<file path="config.mk">
export PLATFORM = sky130hd
export DESIGN_NAME = shift_seq_ctrl
export DESIGN_NICKNAME = d
export VERILOG_FILES = /design/src/rtl/shift_seq_ctrl.sv
export SDC_FILE = /design/constraint.sdc
export NUM_CORES = 1
export LEC_CHECK = 0
export BUFFER_PORTS_ARGS = -buffer_cell sky130_fd_sc_hd__buf_2
export CORE_UTILIZATION = 38
export DETAILED_ROUTE_END_ITERATION = 8
export GPL_TIMING_DRIVEN = 0
export PLACE_DENSITY_LB_ADDON = 0.12
export SYNTH_ARGS = -nofsm -noshare
export SYNTH_HDL_FRONTEND = slang
export SYNTH_SLANG_ARGS = --single-unit
</file>
<file path="constraint.sdc">
create_clock -name clk -period 2.9 [get_ports clk]
set_input_delay 0.29 -clock clk [delete_from_list [all_inputs] [get_ports clk]]
set_output_delay 0.29 -clock clk [all_outputs]
set_load 0.005 [all_outputs]
</file>
<file path="src/rtl/shift_seq_ctrl.sv">
// shift_seq_ctrl: steps a bidirectional shift register through N serial shifts and returns its result
module shift_seq_ctrl #(
  parameter int MSB = 8,
  parameter int CW  = $clog2(MSB + 1)
) (
  input  logic           clk,
  input  logic           rstn,
  input  logic           cmd_valid,
  output logic           cmd_ready,
  input  logic           cmd_dir,
  input  logic           cmd_circular,
  input  logic           cmd_carry_in,
  input  logic [CW-1:0]  cmd_count,
  input  logic [MSB-1:0] cmd_data,
  output logic           sr_en,
  output logic           sr_dir,
  output logic           sr_circular,
  output logic           sr_carry_in,
  output logic           sr_d,
  input  logic [MSB-1:0] sr_out,
  input  logic           sr_carry_out,
  output logic           rsp_valid,
  input  logic           rsp_ready,
  output logic [MSB-1:0] rsp_data,
  output logic           rsp_carry,
  output logic           busy
);
  typedef enum logic [1:0] {IDLE, SHIFT, CAPTURE, RESP} state_t;
  state_t         r_state, w_next;
  logic           r_dir, r_circ, r_cin, r_rsp_carry;
  logic [MSB-1:0] r_data, r_rsp_data, w_sel;
  logic [CW-1:0]  r_cnt, r_idx, w_cnt_sat;
  logic           w_accept, w_last, w_shift;
  assign w_accept  = cmd_valid && r_state == IDLE;
  assign w_cnt_sat = cmd_count > CW'(MSB) ? CW'(MSB) : cmd_count;
  assign w_last    = r_idx == r_cnt - CW'(1);
  always_comb begin
    w_next = r_state;
    case (r_state)
      IDLE:    w_next = cmd_valid ? (w_cnt_sat != '0 ? SHIFT : CAPTURE) : IDLE;
      SHIFT:   w_next = w_last ? CAPTURE : SHIFT;
      CAPTURE: w_next = RESP;
      RESP:    w_next = rsp_ready ? IDLE : RESP;
      default: w_next = IDLE;
    endcase
  end
  always_ff @(posedge clk or negedge rstn)
    if (!rstn) r_state <= IDLE;
    else       r_state <= w_next;
  always_ff @(posedge clk or negedge rstn) begin
    if (!rstn) begin
      r_dir       <= 1'b0;
      r_circ      <= 1'b0;
      r_cin       <= 1'b0;
      r_data      <= '0;
      r_cnt       <= '0;
      r_idx       <= '0;
      r_rsp_data  <= '0;
      r_rsp_carry <= 1'b0;
    end else begin
      if (w_accept) begin
        r_dir  <= cmd_dir;
        r_circ <= cmd_circular;
        r_cin  <= cmd_carry_in;
        r_data <= cmd_data;
        r_cnt  <= w_cnt_sat;
        r_idx  <= '0;
      end else if (r_state == SHIFT) begin
        r_idx <= r_idx + CW'(1);
      end
      if (r_state == CAPTURE) begin
        r_rsp_data  <= sr_out;
        r_rsp_carry <= sr_carry_out;
      end
    end
  end
  // every output is a function of registers only, so cmd_*/rsp_* cannot glitch them
  assign w_shift     = r_state == SHIFT;
  assign w_sel       = MSB'(1) << r_idx;
  assign sr_en       = w_shift;
  assign sr_dir      = w_shift & r_dir;
  assign sr_circular = w_shift & r_circ;
  assign sr_carry_in = w_shift & r_cin;
  assign sr_d        = w_shift & |(r_data & w_sel);
  assign cmd_ready   = r_state == IDLE;
  assign busy        = r_state != IDLE;
  assign rsp_valid   = r_state == RESP;
  assign rsp_data    = r_rsp_data;
  assign rsp_carry   = r_rsp_carry;
endmodule

</file>
==> impl_metrics.csv, run 1 <==
group,metric,value,unit
worst_setup_path,r2r_slack,1470,ps
die,die_x,64.5,um
layout,n_fill_cell,344,
die,die_h,64.5,um
worst_setup_path,cp_max_fo,7,
route,drt-initial-drc-count,46,
place,place_hpwl,2.01,mm
global_route,antenna_found_initial,0,
logic_synthesis,synthTopCellsByArea,"dfrtp_1, mux2_4, mux2_2",
clock_tree,tritoncts,"done",
route,detail_route.drc_violations,0,
logic_synthesis,postSynth.asyncResetShare,1.00,
power,power_density,1040,nW/um^2
clock_tree,holdBufCountCts,0,
logic_synthesis,yosysMostFrequentCell,"dfrtp_1",
clock_tree,cts_root_buf,"clkbuf_8",
sta,fin_skew,2.80,ps
sta,fin_crit,2360,ps
die,ios,45,
logic_synthesis,yosysUniqueCellTypes,28,
sta,rsz0062_at_grt,"false",
logic_synthesis,yosys.area_share.simple,0.118,
route,drtPass1Iterations,4,
global_route,grt_max_degree,31,
route,drt-total-wl,2.70,mm
global_route,grt_pass1_vias,978,
route,num_vias,1023,
power,peakVddDrop,0.460,mV
sta,timing.final.crit_share,0.814,
route,wire_per_inst,12.4,um
logic_synthesis,synth_area,1480,um^2
logic_synthesis,yosys_warnings,0,
worst_setup_path,cp_data_required_time,2610,ps
worst_setup_path,reg2reg_depth,6,
sta,hold_ws,41.7,ps
global_route,grt_pass1_wl,4.45,mm
logic_synthesis,seq_area_frac_synth,0.506,
run_status,run_status,"complete, no violations",
job,cap_viol_max_count,0,
clock_tree,cts.reportedPaths.clkPinSlew,60,ps
place,place.gp.congestion,0.758,
layout,final_nets,204,
die,fp-row-count,22,
route,routed_via_density,4.69,
clock_tree,htreeDepth,2,
logic_synthesis,synthMuxAreaShare,0.192,
logic_synthesis,synth_cells,118,
global_route,grtUsageTotal,0.143,
logic_synthesis,synth_adder_area_share,0.0591,
sta,finalMaxSlewViolations,0,
logic_synthesis,yosysTopAreaCell,"dfrtp_1",
place,numPortBuffers,44,
route,antenna_left,0,
sta,fmax,0.424,GHz
clock_tree,cts_setup_buffers,0,
die,start_util,0.402,
worst_setup_path,critPathKind,"reg -> out",
clock_tree,cts_resized,0,
sta,max-slew-margin-rel,0.563,
die,core_region_area,3690,um^2
logic_synthesis,synth_ff_type,"dfrtp_1",
die,die_area,4160,um^2
layout,syn_to_final_growth,25.1,%
logic_synthesis,synth_edf_count,0,
worst_setup_path,reg2reg_from,"r_cnt[0]",
worst_setup_path,reg2reg_to,"r_state[0]",
clock_tree,cts_buffers,5,
clock_tree,clock_path_buffers,2,
logic_synthesis,synth_top_area_share,0.506,
worst_setup_path,endpoint_kind,"output port",
power,total_leakage_power,0.940,nW
global_route,gr-total-overflow,0,
logic_synthesis,synth-xor-area-share,0.0354,
logic_synthesis,synth-compound-area-share,0.0532,
sta,setup_viol,0,
worst_setup_path,cp-start-kind,"flop",
hold_path,hold_class,"in -> async",
logic_synthesis,synth_top_family_by_area,"multiplexers",
sta,final.setup.tns,0,ps
logic_synthesis,synth_nets,153,
clock_tree,clock_latency,270,ps
worst_setup_path,cp.arrival,2070,ps
logic_synthesis,ys_ff_latch,30,
layout,drive_gt1_frac,0.488,
logic_synthesis,avgSynthCellArea,12.6,um^2
sta,worst_pin_slew,655,ps
layout,antenna_cells,0,
sta,finalHoldViolCount,0,
layout,final_core_util,0.503,
clock_tree,cts.sinks,30,
logic_synthesis,synthTopCellsByCount,"dfrtp_1, mux2_2, mux2_4",
[power breakdown]
part | total, mW | switching [mW] | leakage [nW] | internal [mW]
clock | 0.340 | 0.149 | 0.0482 | 0.191
sequential | 0.780 | 0.155 | 0.360 | 0.625
combinational | 0.802 | 0.326 | 0.532 | 0.476
[cells in the final DEF, fill, tap and decap left out]
cell       n
nor2_4     1
o21ai_0    5
buf_6      1
nand2_1    8
dfrtp_1   30
a31oi_1    1
clkbuf_8   6
buf_2     45
clkinv_2   1
ha_1       7
inv_1      7
and3_2     1
buf_4      1
mux2_4    10
a21oi_1    2
clkbuf_1   1
mux2i_1    1
nor3_1     3
and2_2     4
nor2b_1    1
inv_2      1
a222oi_1   3
nand2b_1   5
xnor2_1    5
nand4_1    1
o21a_1     1
nand3_1    4
mux2_2    11
nand2_4    1
xor2_1     1
nor4_1     1
[metrics by stage]
stage / setup slack (ps) / total power [mW] / instances / cell area, um^2
after floorplan: 1170 / 1.34 / 118 / 1480
after global placement: 865 / 1.57 / 210 / 1760
after detailed placement: 828 / 1.60 / 210 / 1760
after CTS: 516 / 1.95 / 218 / 1850
after global routing: 380 / 2.09 / 218 / 1850
final: 541 / 1.92 / 218 / 1850
[routing by layer]
metal / GRT usage / up-vias / wire length [um]
met3: 0.0599 / 2 / 154
met4: 0.0333 / 0 / 19
met2: 0.214 / 26 / 1230
met1: 0.192 / 486 / 1300
met5: 0 / - / 0
li1: - / 509 / -
[worst max path at each step]
stage               slack [ps]      from  endpoint  depth (start not counted)
finish                     540  r_idx[0]      sr_d                          7
global route               380  r_idx[0]      sr_d                          7
CTS                        520  r_idx[0]      sr_d                          7
detailed placement         830  r_idx[0]      sr_d                          7
global placement           870  r_idx[0]      sr_d                          7
floorplan                 1170  r_idx[0]      sr_d                          6
[cell families (layout without fill, tap and decap cells)]
group,Yosys count,after routing
compound gates,12,12
flops,30,30
xor+xnor,6,6
fa+ha+maj,7,7
simple gates,30,30
buf+inv,11,63
mux,22,22
[state kept, by name, summed over array words and instances (netlist names)]
| signal | count |
|---|---|
| r_state | 2 |
| rsp_carry | 1 |
| r_idx | 4 |
| r_cin | 1 |
| rsp_data | 8 |
| r_data | 8 |
| r_cnt | 4 |
| r_dir | 1 |
| r_circ | 1 |
[final cells by class]
type                       count  area, um^2  area share
clock inverter                 1        5.00     0.00270
clock buffer                   7        86.3      0.0466
inverter                       8        30.0      0.0162
timing repair buffer          44         220       0.119
buffer                         3        23.8      0.0128
multi-input combinational     77         678       0.366
sequential                    30         751       0.405
tap                           48        60.1      0.0324
[critical path: stages (launching register included)]
cell,delay [ps]
dfrtp_1,480
inv_1,100
ha_1,230
a222oi_1,360
nand2_1,100
a222oi_1,310
nor3_1,90
buf_2,140
No activity file was read; power rests on OpenSTA's default activity.
==> inputs of run 2 (changes only) <==
Clock period 2.9 ns to 1.9 ns, I/O delays scaled along.
==> impl_metrics.csv, run 2 (synthesized netlist as in run 1, its figures left out) <==
group,metric,value,unit
run_status,run_status,"finished, violations left",
run_status,violations,"setup timing",
route,antenna_left,0,
global_route,busiest_layer,"met2",
layout,post-route-cell-area,1900,um^2
sta,fmax,0.477,GHz
clock_tree,htreeDepth,2,
place,place_area,1760,um^2
die,die_h,64.5,um
die,start_util,0.402,
global_route,gr-total-overflow,0,
power,p_clk_frac,0.173,
global_route,grt_pass1_vias,987,
sta,finalMaxSlewViolations,0,
die,core_region_area,3690,um^2
worst_setup_path,crit_top_cell,"a222oi_1",
sta,fin_crit,2100,ps
global_route,met3_usage,0.0581,
power,p_sw_frac,0.330,
clock_tree,clock_path_buffers,2,
power,p_sw,0.992,mW
global_route,grt_util_met1,0.202,
die,die_area,4160,um^2
worst_setup_path,critPathMaxStageDelay,400,ps
sta,final.setup.tns,-195,ps
layout,final_nets,207,
route,drt-initial-drc-count,31,
layout,layout.cells.most_common_list,"buf_2, dfrtp_1, mux2_2",
sta,fin_skew,3.22,ps
route,drt-total-wl,2.76,mm
sta,rsz0062_at_grt,"true",
worst_setup_path,slowest_stage,"dfrtp_2",
clock_tree,tritoncts,"done",
job,cap_viol_max_count,0,
worst_setup_path,cp_data_required_time,1710,ps
worst_setup_path,cp-start-kind,"flop",
route,detail_route.drc_violations,0,
global_route,antenna_found_initial,0,
global_route,grt_use_met2,0.213,
layout,n_fill_cell,338,
clock_tree,clock_latency,280,ps
route,drtPass1Iterations,4,
clock_tree,cts.reportedPaths.clkPinSlew,60,ps
place,place.gp.congestion,0.758,
clock_tree,cts_root_buf,"clkbuf_8",
sta,max-slew-margin-rel,0.563,
layout,layout_commonest_cell,"buf_2",
worst_setup_path,endpoint_kind,"output port",
worst_setup_path,path_delay_family,"compound AO/OA/AOI/OAI gates",
layout,final_core_util,0.514,
power,fin_total_pwr,3.01,mW
worst_setup_path,cp_cell_sequence,"inv_2 -> ha_4 -> a222oi_1 -> nand2_1 -> a222oi_1 -> nor3_1 -> buf_2",
hold_path,hold_class,"in -> reg",
layout,syn_to_final_growth,27.9,%
sta,worst_pin_slew,656,ps
place,numPortBuffers,44,
global_route,grt_max_degree,31,
sta,setup_viol,1,
global_route,grt_pass1_wl,4.53,mm
clock_tree,cts.sinks,30,
layout,multi_input_area,693,um^2
global_route,grtUsageTotal,0.146,
power,pwr-share-seq,0.391,
clock_tree,cts_buffers,5,
route,routed_via_density,4.75,
power,peakVddDrop,0.728,mV
layout,antenna_cells,0,
sta,setup_slack,-195,ps
die,ios,45,
power,power.internal,2.02,mW
die,fp-row-count,22,
worst_setup_path,cp_max_fo,3,
route,num_vias,1049,
power,power_frac_comb,0.436,
sta,finalHoldViolCount,0,
sta,hold_ws,139,ps
route,wire_per_inst,12.5,um
die,die_x,64.5,um
sta,timing.final.crit_share,1.10,
power,power_density,1590,nW/um^2
layout,seq_area,753,um^2
worst_setup_path,critPathKind,"reg -> out",
worst_setup_path,cp.arrival,1910,ps
place,place_hpwl,2.01,mm
worst_setup_path,critPathBufInv,2,
layout,drive_gt1_frac,0.526,
power,total_leakage_power,0.949,nW
==> run 2: cell types whose count changed in the layout (fill, tap and decap cells not counted) <==
cell	delta
inv_1	-2
ha_2	+1
dfrtp_2	+2
ha_1	-2
buf_4	+2
dlygate4sd3_1	+1
inv_2	+2
dfrtp_1	-2
ha_4	+1
==> run 2: layout make-up <==
class	count	share of cell area
sequential	30	0.397
multi-input combinational	77	0.365
timing repair buffer	47	0.129
clock buffer	7	0.0455
tap	48	0.0317
inverter	8	0.0158
buffer	3	0.0125
clock inverter	1	0.00264
==> run 2: worst paths after layout <==
kind                       slack (ps)        start  cells after the start          end
max                              -200     r_idx[0]                      7         sr_d
min                               140    sr_out[2]                      2  rsp_data[2]
max reg2reg                       470     r_cnt[0]                      6   r_state[0]
min reg2reg                       500  rsp_data[6]                      1  rsp_data[6]
max in group asynchronous         950         rstn                      2     r_idx[1]
min in group asynchronous         480         rstn                      2   r_state[0]
==> run 2: per-layer routing <==
layer	vias up	part of all wire
met3	2	0.064
met1	499	0.48
met5	-	0
li1	514	-
met2	34	0.45
met4	0	0.0069
==> run 2: power by group through the flow <==
stage          Clock, mW  Combinational [mW]  Sequential (mW)
6_report           0.521                1.31             1.18
5_1_grt            0.572                1.48             1.22
4_1_cts            0.537                1.33             1.18
3_5_place_dp           0                1.24             1.20
3_3_place_gp           0                1.21             1.18
2_1_floorplan          0               0.887             1.16
==> run 2: through the flow <==
stage / worst slack, ps / instances
global placement: -34.6 / 210
finish: -195 / 221
detailed placement: -72.3 / 210
floorplan: 270 / 118
CTS: -184 / 221
global route: -305 / 221
==> run 2: repair_timing <==
| action | CTS | global route |
|---|---|---|
| hold endpoints to repair | 30 | 0 |
| endpoints found under the setup margin | 1 | 1 |
| hold buffers | 1 | 0 |
| setup buffers | 2 | 0 |
| pin swaps | 6 | 5 |
| resized for setup | 7 | 0 |
==> inputs of run 3 (changes only) <==
Settings changed: CAP_MARGIN from default to 20, PLACE_DENSITY_LB_ADDON 0.12 to default.
==> impl_metrics.csv, run 3 (synthesized netlist as in run 1, its figures left out) <==
group,metric,value,unit
layout,drive_gt1_frac,0.532,
sta,fmax,0.493,GHz
power,total_leakage_power,0.948,nW
global_route,grt_pass1_vias,1050,
place,place_ws,-24.8,ps
route,drt-initial-drc-count,37,
worst_setup_path,cp.arrival,1840,ps
worst_setup_path,critPathKind,"reg -> out",
route,num_vias,1039,
route,wire_per_inst,12.1,um
die,core_region_area,3690,um^2
sta,finalHoldViolCount,0,
die,ios,45,
worst_setup_path,slowest_stage,"dfrtp_2",
route,routed_via_density,4.70,
worst_setup_path,cp_cell_sequence,"ha_2 -> a222oi_1 -> nand2_1 -> a222oi_1 -> nor3_1 -> buf_2",
place,place_area,1760,um^2
global_route,grtUsageTotal,0.144,
clock_tree,cts.reportedPaths.clkPinSlew,60,ps
die,die_h,64.5,um
layout,final_core_util,0.515,
layout,post-route-cell-area,1900,um^2
clock_tree,clock_path_buffers,2,
sta,finalMaxSlewViolations,0,
worst_setup_path,cp_max_fo,3,
power,power_density,1580,nW/um^2
job,cap_viol_max_count,0,
clock_tree,clock_latency,280,ps
global_route,grt_max_degree,31,
power,peakVddDrop,0.665,mV
clock_tree,cts_root_buf,"clkbuf_8",
hold_path,hold_class,"in -> reg",
sta,fin_skew,2.57,ps
layout,antenna_cells,0,
die,die_x,64.5,um
run_status,violations,"setup timing",
global_route,gr-total-overflow,0,
layout,layout.cells.most_common_list,"buf_2, dfrtp_1, mux2_2",
place,numPortBuffers,44,
clock_tree,cts.sinks,30,
place,place_hpwl,2.01,mm
worst_setup_path,cp-start-kind,"flop",
layout,final_nets,207,
die,start_util,0.402,
sta,setup_slack,-129,ps
layout,syn_to_final_growth,28.2,%
die,fp-row-count,22,
die,die_area,4160,um^2
layout,n_fill_cell,349,
clock_tree,htreeDepth,2,
clock_tree,tritoncts,"done",
run_status,run_status,"finished, violations left",
route,drtPass1Iterations,4,
layout,layout_commonest_cell,"buf_2",
sta,worst_pin_slew,643,ps
sta,rsz0062_at_grt,"true",
sta,max-slew-margin-rel,0.571,
route,detail_route.drc_violations,0,
clock_tree,cts_buffers,5,
global_route,antenna_found_initial,0,
worst_setup_path,cp_data_required_time,1710,ps
sta,setup_viol,1,
global_route,grt_pass1_wl,4.49,mm
sta,timing.final.crit_share,1.07,
worst_setup_path,critPathMaxStageDelay,420,ps
route,antenna_left,0,
sta,final.setup.tns,-129,ps
worst_setup_path,crit_top_cell,"a222oi_1",
route,drt-total-wl,2.68,mm
worst_setup_path,endpoint_kind,"output port",
place,place.gp.congestion,0.761,
sta,fin_crit,2030,ps
[run 3: layout make-up]
type | instances | area [um^2] | share of cell area
multi-input combinational | 77 | 693 | 0.365
clock inverter | 2 | 12.5 | 0.00658
tap | 48 | 60.1 | 0.0316
clock buffer | 6 | 82.6 | 0.0434
timing repair buffer | 47 | 245 | 0.129
inverter | 8 | 30.0 | 0.0158
sequential | 30 | 753 | 0.396
buffer | 3 | 23.8 | 0.0125
[run 3: where the power goes]
part	internal, mW	switching [mW]
clock network	0.290	0.238
logic	0.766	0.531
registers	0.958	0.218
[run 3: final timing paths]
| path | start | to | slack (ps) | cells after the start |
|---|---|---|---|---|
| worst min-delay path | cmd_data[7] | r_data[7] | 140 | 2 |
| worst min register to register | rsp_data[5] | rsp_data[5] | 500 | 1 |
| min in group asynchronous | rstn | rsp_data[2] | 470 | 2 |
| max in group asynchronous | rstn | r_idx[0] | 980 | 2 |
| worst max-delay path | r_idx[0] | sr_d | -130 | 6 |
| worst max register to register | r_cnt[0] | r_state[0] | 480 | 6 |
[run 3: critical path: cells and delay by family, from the launching register on]
family	cells	cell delay, ps
DFF	1	420
adders and majority gates	1	190
and+or+nand+nor	2	170
buffers and inverters	1	130
AOI/OAI and AO/OA	2	640
[run 3: through the flow]
step                      instances  total power, mW  hold slack (ps)
after detailed placement        210             2.44              257
after global routing            221             3.26              123
after global placement          210             2.39              252
after CTS                       221             3.04              134
final                           221             3.00              140
after floorplan                 118             2.04             -106
[run 3: routing by layer]
metal | GRT usage | vias to the layer above | routed length [um]
met2 | 0.242 | 41 | 1200
met5 | 0 | - | 0
met1 | 0.165 | 481 | 1230
met4 | 0.0417 | 0 | 35
li1 | - | 512 | -
met3 | 0.0634 | 5 | 206
[run 3: repair_timing]
item / 4_1_cts / 5_1_grt
resized for setup: 7 / 0
pin swaps: 7 / 4
hold buffers: 1 / 0
buffers inserted: 2 / 0
setup endpoints to repair: 1 / 1
endpoints found under the hold margin: 30 / 0
